==> config.mk <==
export PLATFORM = sky130hd
export DESIGN_NAME = fp32_tap_accumulator
export DESIGN_NICKNAME = d
export VERILOG_FILES = /design/src/rtl/fp32_tap_accumulator.sv
export SDC_FILE = /design/constraint.sdc
export NUM_CORES = 1
export LEC_CHECK = 0
export ABC_AREA = 1
export CORE_UTILIZATION = 42
export DETAILED_ROUTE_END_ITERATION = 10
export DONT_BUFFER_PORTS = 1
export PLACE_DENSITY_LB_ADDON = 0.08
export SETUP_SLACK_MARGIN = 0.2
export SLEW_MARGIN = 20
export SYNTH_ARGS = -nofsm -noshare
export SYNTH_HDL_FRONTEND = slang
export SYNTH_SLANG_ARGS = --single-unit
==> constraint.sdc <==
create_clock -name clk -period 1.9 [get_ports clk]
set_input_delay 0.38 -clock clk [delete_from_list [all_inputs] [get_ports clk]]
set_output_delay 0.38 -clock clk [all_outputs]
set_load 0.005 [all_outputs]
==> src/rtl/fp32_tap_accumulator.sv <==
`default_nettype none
// ============================================================================
// Module   : fp32_tap_accumulator
// Brief    : Serial fp32 reduction controller. Folds N_TAPS signed tap
//            products into an accumulator through an external shared fp32
//            adder, then presents the sum on a valid/ready port.
// Revision : 1.0 - initial release
// ============================================================================
module fp32_tap_accumulator #(
    parameter int N_TAPS  = 8,
    parameter int TIMEOUT = 64
) (
    input  logic        clk,
    input  logic        rstn,
    // product stream
    input  logic [31:0] s_data,
    input  logic        s_op,
    input  logic        s_valid,
    output logic        s_ready,
    // shared adder interface
    output logic [31:0] add_dina,
    output logic [31:0] add_dinb,
    output logic        add_op,
    output logic        add_valid_in,
    input  logic [31:0] add_result,
    input  logic        add_valid_out,
    // reduced sum
    output logic [31:0] m_data,
    output logic        m_valid,
    input  logic        m_ready,
    output logic        err
);

    localparam int CW = $clog2(N_TAPS + 1);
    localparam int TW = $clog2(TIMEOUT + 1);
    localparam logic [CW-1:0] C_N_TAPS   = CW'(N_TAPS);
    localparam logic [TW-1:0] C_TMO_LAST = TW'(TIMEOUT - 1);

    typedef enum logic [2:0] {
        ST_IDLE  = 3'd0,
        ST_TAKE  = 3'd1,
        ST_ISSUE = 3'd2,
        ST_WAIT  = 3'd3,
        ST_OUT   = 3'd4
    } state_t;

    state_t         r_state;
    logic [31:0]    r_acc;
    logic [CW-1:0]  r_tap_cnt;
    logic [TW-1:0]  r_tmo;
    logic           r_s_ready;
    logic [31:0]    r_dina;
    logic [31:0]    r_dinb;
    logic           r_op;
    logic           r_vin;
    logic [31:0]    r_m_data;
    logic           r_m_valid;
    logic           r_err;
    logic           r_vout_d;

    logic           w_accept;
    logic           w_res_edge;

    // A product is consumed only on a real handshake; the adder result is
    // taken only on the rising edge of its valid so a held-high valid is
    // seen exactly once.
    assign w_accept   = s_valid & r_s_ready;
    assign w_res_edge = add_valid_out & ~r_vout_d;

    // Controller FSM with all outputs registered.
    always_ff @(posedge clk or negedge rstn) begin
        if (!rstn) begin
            r_state   <= ST_IDLE;
            r_acc     <= '0;
            r_tap_cnt <= '0;
            r_tmo     <= '0;
            r_s_ready <= 1'b0;
            r_dina    <= '0;
            r_dinb    <= '0;
            r_op      <= 1'b0;
            r_vin     <= 1'b0;
            r_m_data  <= '0;
            r_m_valid <= 1'b0;
            r_err     <= 1'b0;
            r_vout_d  <= 1'b0;
        end else begin
            r_vout_d <= add_valid_out;
            case (r_state)
                ST_IDLE: begin
                    r_s_ready <= 1'b1;
                    if (w_accept) begin
                        // First product enters the accumulator directly;
                        // subtraction is an exact sign flip.
                        r_acc     <= {s_data[31] ^ s_op, s_data[30:0]};
                        r_tap_cnt <= CW'(1);
                        r_state   <= ST_TAKE;
                    end
                end
                ST_TAKE: begin
                    if (w_accept) begin
                        r_dina    <= r_acc;
                        r_dinb    <= s_data;
                        r_op      <= s_op;
                        r_tap_cnt <= r_tap_cnt + CW'(1);
                        r_s_ready <= 1'b0;
                        r_vin     <= 1'b1;
                        r_state   <= ST_ISSUE;
                    end
                end
                ST_ISSUE: begin
                    r_vin   <= 1'b0;
                    r_tmo   <= '0;
                    r_state <= ST_WAIT;
                end
                ST_WAIT: begin
                    if (w_res_edge) begin
                        r_acc <= add_result;
                        if (r_tap_cnt == C_N_TAPS) begin
                            r_m_data  <= add_result;
                            r_m_valid <= 1'b1;
                            r_state   <= ST_OUT;
                        end else begin
                            r_s_ready <= 1'b1;
                            r_state   <= ST_TAKE;
                        end
                    end else if (r_tmo == C_TMO_LAST) begin
                        // Adder never answered: drop this sample.
                        r_err     <= 1'b1;
                        r_acc     <= '0;
                        r_tap_cnt <= '0;
                        r_s_ready <= 1'b1;
                        r_state   <= ST_IDLE;
                    end else begin
                        r_tmo <= r_tmo + TW'(1);
                    end
                end
                ST_OUT: begin
                    if (m_ready) begin
                        r_m_valid <= 1'b0;
                        r_tap_cnt <= '0;
                        r_s_ready <= 1'b1;
                        r_state   <= ST_IDLE;
                    end
                end
                default: begin
                    r_state <= ST_IDLE;
                end
            endcase
        end
    end

    assign s_ready      = r_s_ready;
    assign add_dina     = r_dina;
    assign add_dinb     = r_dinb;
    assign add_op       = r_op;
    assign add_valid_in = r_vin;
    assign m_data       = r_m_data;
    assign m_valid      = r_m_valid;
    assign err          = r_err;

endmodule
`default_nettype wire

# Word level (Yosys, flattened, before mapping)
# Index checks and enable logic that the tools add are counted.
# Widths: inputs -> output; s select.
[word_totals]
word_cells = 84
inputBits = 70
register_bits = 148
output_inout_bits = 101
[op_classes]
n_bitwise = 5
eq_ne = 16
n_reduce_logical = 16
n_mux = 32
add_sub_neg = 2
[ops]
columns = ["operator", "count"]
rows = [
  ["$mux 32", 3],
  ["$pmux 32 s2", 1],
  ["$mux 4", 5],
  ["$mux 3", 6],
  ["$ne 2x2->1 const B", 8],
  ["$pmux 4 s4", 1],
  ["$pmux 3 s5", 1],
  ["$mux 7", 2],
  ["$pmux 7 s2", 1],
  ["$reduce_and 3->1", 4],
  ["$mux 1", 9],
  ["$reduce_and 4->1", 2],
  ["$reduce_bool 2->1", 4],
  ["$add 7x1->7 const B", 1],
  ["$eq 7x6->1 const B", 1],
  ["$eq 3x2->1 const B", 2],
  ["$ne 3x3->1 const B", 2],
  ["$reduce_and 6->1", 1],
  ["$reduce_and 5->1", 1],
  ["$add 4x1->4 const B", 1],
  ["$eq 4x4->1 const B", 1],
  ["$pmux 1 s2", 2],
  ["$pmux 1 s4", 1],
  ["$reduce_and 2->1", 2],
  ["7 further kinds", 9],
]

# Logic depth before layout (Yosys ltp)
# Gate-level depths: netlist (run 1).
[depth]
word_depth = 4
ltp_mapped = 10
depth_no_buf = 10

# Worst setup path before layout (run 1)
# No wires, ideal clock.
[synth_timing]
path_type = "flip-flop to flip-flop"
from = "reg r_tmo[0]"
to = "reg r_acc[0]"
setup_time_ps = 121
synth_period_minus_slack_ps = 1499
stages_incl_launch_ff = 8
slack_ps = 401
t_arrival_ps = 1379
required_ps = 1779
n_path_buf = 1
path_cell_list = "dfrtp_1 -> ha_1 -> nand3_1 -> nor2_2 -> nor2_8 -> nor2_8 -> buf_2 -> o21ai_1"
[synth_via]
elab_chain_cells = 3
[synth_lines]
columns = ["item", "line", "rtl"]
rows = [
  ["start, declared", "50", "logic [TW-1:0] r_tmo;"],
  ["start signal, assigned", "134", "r_tmo <= r_tmo + TW'(1);"],
  ["$eq 7x6->1", "126", "end else if (r_tmo == C_TMO_LAST) begin"],
  ["$ne 3x3->1 (no line)", "-", ""],
  ["$reduce_and 3->1 (no line)", "-", ""],
  ["end signal, assigned", "94", "r_acc <= {s_data[31] ^ s_op, s_data[30:0]};"],
  ["end signal, assigned", "117", "r_acc <= add_result;"],
  ["end, declared", "48", "logic [31:0] r_acc;"],
]
# No other way between the ends.
# A chain may end at the register's enable or synchronous reset.

# Worst setup path after layout (run 1)
[layout_timing]
from = "reg r_tmo[0]"
to = "reg r_acc[11]"
# The elaborated chain is that of the path after synthesis.

==> results of run 1 <==
==> logic make-up after synthesis <==
family / share of synthesized area
simple gates: 0.178
compound gates: 0.143
flops: 0.584
buf+inv: 0.0835
xor+xnor: 0.00553
fa+ha+maj: 0.00592
==> per-layer routing <==
metal,track usage,part of all wire
met2,0.322,0.48
met4,0.0739,0.018
met5,0,0
met1,0.257,0.43
met3,0.0679,0.068
==> metrics by stage <==
stage,setup WS (ps),power [mW],utilization,cells
detailed placement,155,8.39,0.449,874
global placement,190,8.30,0.449,874
finish,266,12.4,0.509,920
global route,162,13.3,0.509,920
CTS,222,12.1,0.494,907
floorplan,401,7.47,-,711
==> worst reg2reg max path, stage by stage (launching register included) <==
cell	delay, ps
dfrtp_1	380
ha_2	230
nand3_2	130
nor2_4	190
nor2_8	60
nor2_8	200
buf_12	190
nand2_1	70
o21ai_1	90
==> cells in the final DEF, fill, tap and decap left out, drive strengths merged <==
master / Yosys / layout
nand3b: 2 / 2
a21oi: 3 / 3
clkinv: 1 / 6
a21boi: 1 / 1
bufinv: 0 / 3
nand2: 184 / 184
o21ai: 168 / 168
buf: 27 / 26
dlygate4sd3: 0 / 1
clkbuf: 10 / 27
o21bai: 1 / 1
nand3: 48 / 48
nor2: 27 / 27
ha: 3 / 3
xnor2: 3 / 3
nor3: 1 / 1
xor2: 1 / 1
inv: 83 / 83
dfrtp: 148 / 148
==> registers in the layout, summed over array words and instances (netlist names) <==
signal and flops:
add_valid_in 1, m_data 32, r_acc 32, r_vout_d 1
add_dinb 32, r_tap_cnt 4, m_valid 1, s_ready 1
add_dina 32, r_tmo 7, add_op 1, err 1
r_state 3
==> how the worst max path moves through the flow <==
| stage | from | end | slack [ps] | cells after the start |
|---|---|---|---|---|
| 6_report | r_tmo[0]$_DFFE_PN0P_ | r_acc[11]$_DFFE_PN0P_ | 270 | 8 |
| 3_5_place_dp | r_tmo[0]$_DFFE_PN0P_ | r_acc[5]$_DFFE_PN0P_ | 150 | 8 |
| 2_1_floorplan | r_tmo[0]$_DFFE_PN0P_ | r_acc[0]$_DFFE_PN0P_ | 400 | 7 |
| 5_1_grt | r_tmo[0]$_DFFE_PN0P_ | r_acc[11]$_DFFE_PN0P_ | 160 | 8 |
| 4_1_cts | r_tmo[0]$_DFFE_PN0P_ | r_acc[5]$_DFFE_PN0P_ | 220 | 8 |
| 3_3_place_gp | r_tmo[0]$_DFFE_PN0P_ | r_acc[14]$_DFFE_PN0P_ | 190 | 8 |
==> final cells by class <==
type,instances,area [um^2]
fillers,1397,7200
inverters,84,315
multi-input cells,442,2130
clock inverters,8,123
clock buffers,23,498
repair buffers,31,440
flip-flops and latches,148,3710
well taps,184,230
==> power breakdown <==
group	internal (mW)	leakage (nW)	switching, mW
combinational	1.58	1.32	2.31
clock	2.23	0.309	1.28
sequential	4.26	1.92	0.769
total	8.07	3.55	4.36
==> what timing repair did <==
item,in CTS,in global routing
pin swaps,1,3
endpoints found under the hold margin,149,148
setup buffers,0,8
resized for setup,2,8
endpoints found under the setup margin,27,100
gates cloned,1,5
==> flow_summary_export.csv, run 1 <==
group,metric,value,unit
outcome,status,"finished with violations",
outcome,violations,"DRC, hold timing",
floorplan,floorplan.rows,44,
timing,rsz0062_at_grt,"false",
worst_setup_path,endpoint_kind,"register",
cts,postCtsHoldBufs,1,
cts,path_clk_slew,60,ps
place,gp_congestion,0.815,
finish,stdcell_area,7450,um^2
worst_setup_path,arrival,1970,ps
finish,num_antenna_cells,0,
finish,drive_above_1_share,0.121,
synth,synth_top_area_frac,0.584,
worst_setup_path,cpMostUsedCell,"nor2_8",
grt,antenna_found_initial,0,
grt,grt_pass1_vias,4713,
grt,track_usage,0.203,
place,dpl_cell_area,6570,um^2
synth,netlist_area,6340,um^2
synth,async_reset_ff_frac,1.00,
timing,final.setup_skew,5.02,ps
place,port_buffers,0,
floorplan,chipWidth,125,um
timing,hold_viol,148,
synth,synth_ff_type,"dfrtp_1",
timing,period_share,0.860,
timing,setup_violations,0,
cts,cts_tree,"built",
synth,yosysSeqAreaShare,0.584,
worst_setup_path,rr_startpoint,"r_tmo[0]$_DFFE_PN0P_",
finish,syn2layout_area_growth,17.5,%
floorplan,core_area,14600,um^2
route,detail-route-antenna-nets,0,
worst_setup_path,timing_worst_setup_path_type,"register to register",
timing,worst_pin_slew,312,ps
worst_setup_path,reg2regPathDepth,8,
cts,cts_sinks,148,
synth,yosysUniqueCellTypes,27,
floorplan,pin_count,171,
worst_setup_path,cp_top_family,"simple AND/OR/NAND/NOR gates",
synth,post-synth-top-count-cell,"nand2_1",
place,dp_hpwl,10000,um
cts,htreeDepth,4,
worst_setup_path,critical_path.cell_chain,"ha_2 > nand3_2 > nor2_4 > nor2_8 > nor2_8 > buf_12 > nand2_1 > o21ai_1",
cts,cts.path.max_buffers,2,
hold_path,hold_class,"primary input to asynchronous set/reset pin",
finish,nets,797,
pwr,leakagePower,3.55,nW
synth,synth.largest_area_cell,"dfrtp_1",
worst_setup_path,reg2reg_to,"r_acc[11]$_DFFE_PN0P_",
worst_setup_path,max_stage_delay,380,ps
route,num_vias,4769,
synth,ys.warnings.count,0,
floorplan,dieArea,15600,um^2
worst_setup_path,worstPathRequired,2230,ps
worst_setup_path,start_kind,"register",
cts,numCtsBuffers,17,
synth,synth_nets,784,
route,drtIter0Drc,317,
route,drtPass1Iterations,7,
floorplan,start_util,0.433,
timing,timing.fmax,0.612,GHz
synth,synth_area_leaders,"dfrtp_1 (58%), nand2_1 (11%), o21ai_1 (9.0%), inv_1 (4.7%), nand3_1 (3.7%)",
timing,final.setup.tns,0,ps
timing,period_minus_slack,1630,ps
synth,synth_edf_count,0,
worst_setup_path,critPathBufInv,1,
worst_setup_path,worst_path_max_delay_cell,"dfrtp_1",
route,totalWireLength,16100,um
grt,grt_pass1_wl,24700,um
pwr,max-vdd-ir-drop,0.000747,V
grt,grt-ovfl-total,0,
synth,syn_inst,711,
synth,synth.top_cells.by_count,"nand2_1 (181), dfrtp_1 (148), o21ai_1 (114)",
timing,hold_slack,-344,ps
worst_setup_path,rrSetupSlack,270,ps
synth,synth.avg_cell_area,8.92,um^2
cts,clk_latency,420,ps
worst_setup_path,worstPathMaxFanout,13,
route,wl_per_cell,17.5,um
pwr,powerDensity,1670,nW/um^2
synth,ys_ff_latch,148,
grt,grt_max_degree,149,
cts,cts_root_buffer,"clkbuf_16",
route,drc_errors,26,
route,viasPerCell,5.18,
timing,max-slew-margin-rel,0.790,
floorplan,fp.dieH,125,um
timing,slew_violations,0,
job,drv_cap,0,
(Power assumes the default switching activity.)
==> run 2: changes to the inputs <==
- CTS_BUF_LIST: default -> sky130_fd_sc_hd__clkbuf_16
- SLEW_MARGIN: 20 -> default
==> run 2 against run 1 <==
Against the previous run:
- the flow still finishes with violations (DRC, hold timing)
- routed wire length fell by 0.93%
- clock power fell by 6.3%
- register-to-register slack barely moved
- flip-flop and latch count did not move
- fmax fell by 0.39%
- global-route usage fell by 0.066 points
- combinational power barely moved
- total power fell by 1.9%
- critical endpoint unchanged
- largest cell class unchanged
==> flow_summary_export.csv, run 2 (synthesis gave the netlist of run 1 again) <==
group,metric,value,unit
outcome,status,"finished with violations",
outcome,violations,"DRC, hold timing",
floorplan,floorplan.rows,44,
grt,grt_pass1_vias,4686,
worst_setup_path,start_kind,"register",
cts,cts_sinks,148,
hold_path,hold_class,"primary input to asynchronous set/reset pin",
timing,hold_slack,-343,ps
place,dp_hpwl,10000,um
finish,syn2layout_area_growth,16.7,%
timing,slew_violations,0,
worst_setup_path,endpoint_kind,"register",
floorplan,pin_count,171,
worst_setup_path,reg2regPathDepth,8,
floorplan,dieArea,15600,um^2
worst_setup_path,reg2reg_to,"r_acc[11]$_DFFE_PN0P_",
timing,final.setup.tns,0,ps
cts,postCtsHoldBufs,1,
route,detail-route-antenna-nets,0,
place,dpl_cell_area,6570,um^2
grt,grt-ovfl-total,0,
cts,cts.path.max_buffers,2,
timing,period_minus_slack,1640,ps
finish,final_common_cell,"nand2_1",
pwr,leakagePower,3.53,nW
route,drtIter0Drc,333,
timing,setup_violations,0,
timing,max-slew-margin-rel,0.790,
cts,numCtsBuffers,17,
cts,htreeDepth,4,
finish,regArea,3710,um^2
route,drtPass1Iterations,8,
cts,cts_root_buffer,"clkbuf_16",
grt,track_usage,0.202,
floorplan,fp.dieH,125,um
finish,multi_input_comb_area,2130,um^2
route,wl_per_cell,17.3,um
pwr,max-vdd-ir-drop,0.000747,V
finish,num_antenna_cells,0,
floorplan,start_util,0.433,
grt,grt_max_degree,149,
worst_setup_path,worstPathRequired,2230,ps
timing,final.setup_skew,5.05,ps
job,drv_cap,0,
finish,drive_above_1_share,0.114,
timing,worst_pin_slew,312,ps
finish,fin_cells,920,
timing,hold_viol,148,
finish,nets,797,
worst_setup_path,rrSetupSlack,260,ps
timing,period_share,0.863,
route,totalWireLength,15900,um
place,gp_congestion,0.815,
floorplan,chipWidth,125,um
finish,fillCellCount,1401,
worst_setup_path,timing_worst_setup_path_type,"register to register",
place,place_inst,874,
worst_setup_path,rr_startpoint,"r_tmo[0]$_DFFE_PN0P_",
route,drc_errors,26,
worst_setup_path,worstPathMaxFanout,13,
route,viasPerCell,5.20,
floorplan,core_area,14600,um^2
pwr,powerDensity,1650,nW/um^2
cts,cts_tree,"built",
timing,timing.fmax,0.610,GHz
cts,clk_latency,410,ps
grt,antenna_found_initial,0,
finish,stdcell_area,7400,um^2
route,num_vias,4781,
finish,layout.cells.most_common_list,"nand2_1 (181), dfrtp_1 (146), o21ai_1 (114)",
cts,path_clk_slew,60,ps
grt,grt_pass1_wl,24600,um
place,port_buffers,0,
worst_setup_path,arrival,1970,ps
timing,rsz0062_at_grt,"false",
-- run 2: changes by cell type in the layout (fill, tap and decap cells not counted) --
cell      previous run  this run
clkbuf_8             5         0
clkinv_1             1         6
clkbuf_1             1         0
inv_1               79        80
-- run 2: stage by stage --
stage               power [mW]  hold slack [ps]  utilization  setup WS [ps]
finish                    12.2             -343        0.505            260
global route              13.0             -365        0.505            161
CTS                       11.9             -365        0.491            222
detailed placement        8.39             89.1        0.449            155
global placement          8.30             88.4        0.449            190
floorplan                 7.47             84.4            -            401
-- run 2: worst max-delay path by stage --
stage	startpoint	end	cells after the start
2_1_floorplan	r_tmo[0]$_DFFE_PN0P_	r_acc[0]$_DFFE_PN0P_	7
3_3_place_gp	r_tmo[0]$_DFFE_PN0P_	r_acc[14]$_DFFE_PN0P_	8
3_5_place_dp	r_tmo[0]$_DFFE_PN0P_	r_acc[5]$_DFFE_PN0P_	8
4_1_cts	r_tmo[0]$_DFFE_PN0P_	r_acc[5]$_DFFE_PN0P_	8
5_1_grt	r_tmo[0]$_DFFE_PN0P_	r_acc[11]$_DFFE_PN0P_	8
6_report	r_tmo[0]$_DFFE_PN0P_	r_acc[11]$_DFFE_PN0P_	8
-- run 2: routing by layer --
metal  vias up  track usage  part of all wire
met3        20       0.0666             0.069
met2       128        0.322              0.48
met4         0       0.0710             0.016
met5         -            0                 0
li1       2316            -                 -
met1      2317        0.258              0.43
-- run 2: what timing repair did --
| action | 4_1_cts | 5_1_grt |
|---|---|---|
| pin swaps | 1 | 3 |
| gates cloned | 1 | 5 |
| setup buffers | 0 | 8 |
| endpoints found under the setup margin | 27 | 100 |
| hold endpoints to repair | 149 | 148 |
| resized for setup | 2 | 8 |
-- run 2: final cells by class --
class                   count  area share
clock buffers              17      0.0575
clock inverters            14      0.0196
inverters                  84      0.0426
multi-input cells         442       0.289
well taps                 184      0.0311
repair buffers             31      0.0595
flip-flops and latches    148       0.501
-- run 2: power breakdown --
part	total [mW]	internal [mW]	leakage (nW)	switching (mW)
Clock	3.29	2.02	0.285	1.27
Combinational	3.87	1.58	1.32	2.29
Sequential	5.03	4.26	1.92	0.772
-- run 2: critical path: stages, from the launching register on --
cell	delay, ps
dfrtp_1	380
ha_2	230
nand3_2	130
nor2_4	190
nor2_8	60
nor2_8	200
buf_12	190
nand2_1	70
o21ai_1	100
